[config.mk]
export PLATFORM = sky130hd
export DESIGN_NAME = mem_burst_seq
export DESIGN_NICKNAME = d
export VERILOG_FILES = /design/src/rtl/mem_burst_seq.sv
export SDC_FILE = /design/constraint.sdc
export NUM_CORES = 1
export LEC_CHECK = 0
export ABC_CLOCK_PERIOD_IN_PS = 5400
export CORE_ASPECT_RATIO = 0.9
export CORE_MARGIN = 4
export CORE_UTILIZATION = 49
export CTS_BUF_LIST = sky130_fd_sc_hd__clkbuf_4
export CTS_CLUSTER_SIZE = 20
export DETAILED_ROUTE_END_ITERATION = 8
export GPL_ROUTABILITY_DRIVEN = 0
export PLACE_DENSITY = 0.8
export SLEW_MARGIN = 10
export SYNTH_ARGS = -nofsm -noshare
export SYNTH_HDL_FRONTEND = slang
export SYNTH_SLANG_ARGS = --single-unit
[constraint.sdc]
create_clock -name clk -period 5.4 [get_ports clk]
set_clock_uncertainty 0.1 [all_clocks]
set_input_delay 0.81 -clock clk [delete_from_list [all_inputs] [get_ports clk]]
set_output_delay 0.81 -clock clk [all_outputs]
set_load 0.005 [all_outputs]
[src/rtl/mem_burst_seq.sv]
// Burst request sequencer for one mem_interface_wr port: issues lockstep
// addr/wdata/wren tokens and accumulates read-return count and XOR checksum.
module mem_burst_seq #(
  parameter int unsigned AW      = 15,
  parameter int unsigned DW      = 31,
  parameter int unsigned LW      = 8,
  parameter int unsigned MAX_OUT = 4
) (
  input  logic          clk,
  input  logic          rst,
  input  logic          cmd_start,
  input  logic          cmd_write,
  input  logic [AW-1:0] cmd_base,
  input  logic [LW-1:0] cmd_len,
  input  logic [DW-1:0] cmd_seed,
  output logic          busy,
  output logic          done,
  output logic [LW-1:0] rd_count,
  output logic [DW-1:0] rd_xor,
  output logic [AW:0]   addr,
  input  logic          addr_stop,
  output logic [DW:0]   wdata,
  input  logic          wdata_stop,
  output logic [1:0]    wren,
  input  logic          wren_stop,
  input  logic [DW:0]   rdata,
  output logic          rdata_stop
);

  typedef enum logic [1:0] {S_IDLE, S_ISSUE, S_DRAIN, S_DONE} state_t;

  state_t        state_q;
  logic          write_q;
  logic [AW-1:0] base_q;
  logic [LW-1:0] len_q;
  logic [DW-1:0] seed_q;
  logic [LW-1:0] idx_q;
  logic [LW-1:0] outst_q;
  logic          valid_q;
  logic [AW-1:0] addr_q;
  logic [DW-1:0] wdata_q;
  logic          busy_q;
  logic          done_q;
  logic [LW-1:0] rd_count_q;
  logic [DW-1:0] rd_xor_q;

  logic          accept;
  logic          ret;
  logic          last;
  logic          room;
  logic [LW-1:0] idx_d;
  logic [LW-1:0] outst_d;
  logic [AW-1:0] addr_d;
  logic [DW-1:0] wdata_d;

  always_comb begin
    accept  = (state_q == S_ISSUE) && valid_q && !(addr_stop | wdata_stop | wren_stop);
    ret     = rdata[DW] && !write_q && ((state_q == S_ISSUE) || (state_q == S_DRAIN));
    last    = accept && (idx_q == len_q - LW'(1));
    idx_d   = idx_q + LW'(accept);
    outst_d = outst_q + LW'(accept) - LW'(ret);
    // Read bursts throttle on the post-edge outstanding count, so a return
    // arriving the same cycle frees a slot immediately.
    room    = write_q || (outst_d < LW'(MAX_OUT));
    addr_d  = base_q + AW'(idx_d);
    wdata_d = write_q ? (seed_q + DW'(idx_d)) : '0;
  end

  always_ff @(posedge clk or posedge rst) begin
    if (rst) begin
      state_q    <= S_IDLE;
      write_q    <= 1'b0;
      base_q     <= '0;
      len_q      <= '0;
      seed_q     <= '0;
      idx_q      <= '0;
      outst_q    <= '0;
      valid_q    <= 1'b0;
      addr_q     <= '0;
      wdata_q    <= '0;
      busy_q     <= 1'b0;
      done_q     <= 1'b0;
      rd_count_q <= '0;
      rd_xor_q   <= '0;
    end else begin
      if (ret) begin
        rd_count_q <= rd_count_q + LW'(1);
        rd_xor_q   <= rd_xor_q ^ rdata[DW-1:0];
      end
      case (state_q)
        S_IDLE: begin
          done_q <= 1'b0;
          if (cmd_start) begin
            write_q    <= cmd_write;
            base_q     <= cmd_base;
            len_q      <= cmd_len;
            seed_q     <= cmd_seed;
            idx_q      <= '0;
            outst_q    <= '0;
            rd_count_q <= '0;
            rd_xor_q   <= '0;
            busy_q     <= 1'b1;
            addr_q     <= cmd_base;
            wdata_q    <= cmd_write ? cmd_seed : '0;
            // Zero-length bursts pass through DRAIN, whose exit test is already met.
            if (cmd_len == '0) begin
              state_q <= S_DRAIN;
            end else begin
              valid_q <= 1'b1;
              state_q <= S_ISSUE;
            end
          end
        end
        S_ISSUE: begin
          idx_q   <= idx_d;
          outst_q <= outst_d;
          if (last) begin
            valid_q <= 1'b0;
            if (write_q) begin
              busy_q  <= 1'b0;
              done_q  <= 1'b1;
              state_q <= S_DONE;
            end else begin
              state_q <= S_DRAIN;
            end
          end else if (!valid_q || accept) begin
            valid_q <= room;
            addr_q  <= addr_d;
            wdata_q <= wdata_d;
          end
        end
        S_DRAIN: begin
          outst_q <= outst_d;
          if (rd_count_q == len_q) begin
            busy_q  <= 1'b0;
            done_q  <= 1'b1;
            state_q <= S_DONE;
          end
        end
        S_DONE: begin
          done_q  <= 1'b0;
          state_q <= S_IDLE;
        end
        default: state_q <= S_IDLE;
      endcase
    end
  end

  assign busy       = busy_q;
  assign done       = done_q;
  assign rd_count   = rd_count_q;
  assign rd_xor     = rd_xor_q;
  assign addr       = valid_q ? {1'b1, addr_q} : '0;
  assign wdata      = valid_q ? {1'b1, wdata_q} : '0;
  assign wren       = valid_q ? {1'b1, write_q} : '0;
  assign rdata_stop = 1'b0;

endmodule
==> results.cfg <==
[yosys]
yosysWarnings = 0
synth_fa_ha_area_share_pct = 5.30
synthTopCellsByArea = dfrtp_1 44%, nand2_1 8.9%, xor2_1 6.0%, ha_1 4.6%, nor2_1 4.5%
synth_flop_cell = dfrtp_1
synth_top_family_by_area = simple AND/OR/NAND/NOR gates
syn-num-nets = 1157
synth_edf_count = 0
synth_xor_area_share_pct = 10.6
synth_commonest_cells = 218 x nand2_1, 161 x dfrtp_1, 110 x nor2_1
post-synth-top-count-cell = nand2_1
synthCells = 1027
synth_seq_cells = 161
yosys.area_share.simple_pct = 22.4
yosysTopAreaCell = dfrtp_1
netlist.area_leader.share_pct = 44.0
yosysSeqAreaShare_pct = 44.0
netlist_area_um2 = 9160
muxShareOfSynthArea_pct = 2.10
synth_cell_types = 63
syn_avg_cell_area_um2 = 8.92
synth_compound_area_share_pct = 11.7
async_flop_share_pct = 100

[global_routing]
antenna_found_initial = 1
overflow = 0
grt_max_degree = 99
track_usage_pct = 23.0
grt_pass1_wl_mm = 39.2
grt_pass1_vias = 7659

[detailed_routing]
vias_per_cell = 5.38
drcViolationCount = 0
vias = 7776
drt_iter0_drc = 536
ant_nets = 0
wl_mm = 23.9
drtPass1Iterations = 5
wl_per_cell_um = 16.5

[placement]
dp_slack_ns = 0.616
place_hpwl_mm = 16.6
port_buffers = 183

[final_layout]
final_nets = 1315
drive_above_1_share_pct = 5.09
n_fill_cell = 1556
synthToLayoutAreaGrowth_pct = 25.0
final_util_pct = 62.4

[critical_path]
worst-path-buf-inv = 2
start_kind = primary input
cp_max_fo = 11
path_delay_family = compound AO/OA/AOI/OAI gates
crit_chain = clkdlybuf4s50_1 > nor3_2 > nand3_1 > inv_1 > ha_1 > ha_1 > nand3_1 > xnor2_1 > ha_1 > o211ai_1 > o21ai_0 > a41o_1 > nand4_1 > xnor2_1 > a22oi_1 > a21oi_1
worst_path_max_delay_cell = a41o_1
crit_type = primary input to register
cp_data_arrival_time_ns = 4.53
cp.required_ns = 5.70
worst_path_largest_cell_delay_ns = 0.58
cp-end-kind = register
cp_common_cell = ha_1

[flow_run]
cap_viol_max_count = 0

[timing]
tns_ns = 0
slew_viol_final = 0
slew_headroom_pct = 31.3
fmax_mhz = 237
final-setup-viol-count = 0
finalHoldViolations = 0
postLayoutSetupSlackWorst_ns = 1.18
worst_pin_slew_ns = 1.03
min_period_ns = 4.22
post-route-period-util_pct = 78.2
rsz0062_at_grt = no

[floorplanning]
initial_core_util_pct = 49.9
die_w_um = 152
die_y_um = 138
fp-row-count = 47
die_area_um2 = 20900
core_um2 = 18300
io_pins = 185

[power]
p_leak_nw = 5.09
p_per_area_nw_per_um2 = 532
vdd_drop_max_mv = 0.298

[outcome]
status = complete, no violations

[clocking]
htreeDepth = 4
clockBufferDepth = 2
ctsHoldBuffers = 0
cts_tree = yes
post_cts_resized = 0
clk_pin_slew_ns = 0.15
cts_setup_buffers = 0
cts-buffers-inserted = 17
clock_latency_ns = 0.57
clkSinkCount = 161
cts-root-buf = clkbuf_4

[hold_path]
min-delay-path-class = register to register
[power breakdown]
group	switching (mW)	internal, mW	leakage (nW)
registers	0.443	1.74	1.99
logic	1.57	1.55	2.94
clock network	0.486	0.288	0.150
total	2.50	3.58	5.09
[worst reg2reg max path, stage by stage, from the launching register on]
cell	delay, ns
dfrtp_1	0.35
buf_4	0.40
nand3_1	0.24
inv_1	0.10
ha_1	0.19
ha_1	0.24
nand3_1	0.13
xnor2_1	0.21
ha_1	0.33
o211ai_1	0.10
o21ai_0	0.35
a41o_1	0.58
nand4_1	0.20
xnor2_1	0.17
a22oi_1	0.14
a21oi_1	0.10
[routing by layer]
metal,wire length (um),vias to the layer above,track usage [%]
li1,-,3763,-
met1,11300,3749,32.9
met2,10900,249,36.3
met3,1430,15,5.03
met4,191,0,4.89
met5,0,-,0
[worst paths after layout]
path / start / slack, ns / end / cells past startpoint
setup / recovery: wdata_stop / 1.18 / wdata_q[27] / 16
hold / removal: base_q[4] / 0.40 / base_q[4] / 2
setup reg to reg: valid_q / 1.32 / wdata_q[27] / 15
hold reg to reg: base_q[4] / 0.40 / base_q[4] / 2
max in group asynchronous: rst / 3.47 / wdata_q[23] / 3
min in group asynchronous: rst / 0.65 / seed_q[26] / 2
[metrics by stage]
stage               power (mW)  std cells  area, um2  hold WS (ns)
global placement          5.22       1411      11100         0.366
global route              6.61       1444      11400         0.434
floorplan                 4.12       1027       9160         0.350
CTS                       6.12       1443      11400         0.404
detailed placement        5.31       1411      11100         0.370
finish                    6.08       1445      11400         0.398
[sequential cells by signal (all words and copies together), names as in the netlist, 8 cells and up]
register,count
base_q,15
seed_q,31
rd_xor,31
wdata_q,31
addr_q,15
rd_count,8
idx_q,8
len_q,8
outst_q,8
[cell usage in the layout (no fill, tap or decap), drive strengths merged, types with 6 or more instances in the layout]
master / Yosys / routed
nand2: 218 / 218
clkdlybuf4s50: 0 / 183
dfrtp: 161 / 161
nor2: 111 / 111
a21oi: 65 / 65
xor2: 63 / 63
and2: 50 / 50
xnor2: 47 / 47
ha: 34 / 34
inv: 23 / 29
a22oi: 28 / 28
o21ai: 24 / 24
nand3: 21 / 21
clkbuf: 34 / 17
nand4: 15 / 15
buf: 21 / 11
mux2: 10 / 10
and3: 8 / 8
mux2i: 8 / 8
nand2b: 7 / 7
nor3: 7 / 7
a211oi: 7 / 7
a32o: 6 / 6
nor4: 6 / 6
[area by class of cell]
type	instances	area [um2]	share of cell area, %
multi-input cells	788	4790	41.9
diodes	2	5.00	0.0437
clock buffers	17	128	1.12
clock inverters	15	174	1.52
inverters	23	91.3	0.798
repair buffers	194	1910	16.7
well taps	245	307	2.68
flip-flops and latches	161	4030	35.2
[kinds of logic after synthesis]
| family | after synthesis |
|---|---|
| other cells | 1 |
| buf+inv | 78 |
| flops | 161 |
| mux | 18 |
| simple gates | 456 |
| fa+ha+maj | 37 |
| compound gates | 166 |
| xor+xnor | 110 |
(Power assumes the default switching activity.)
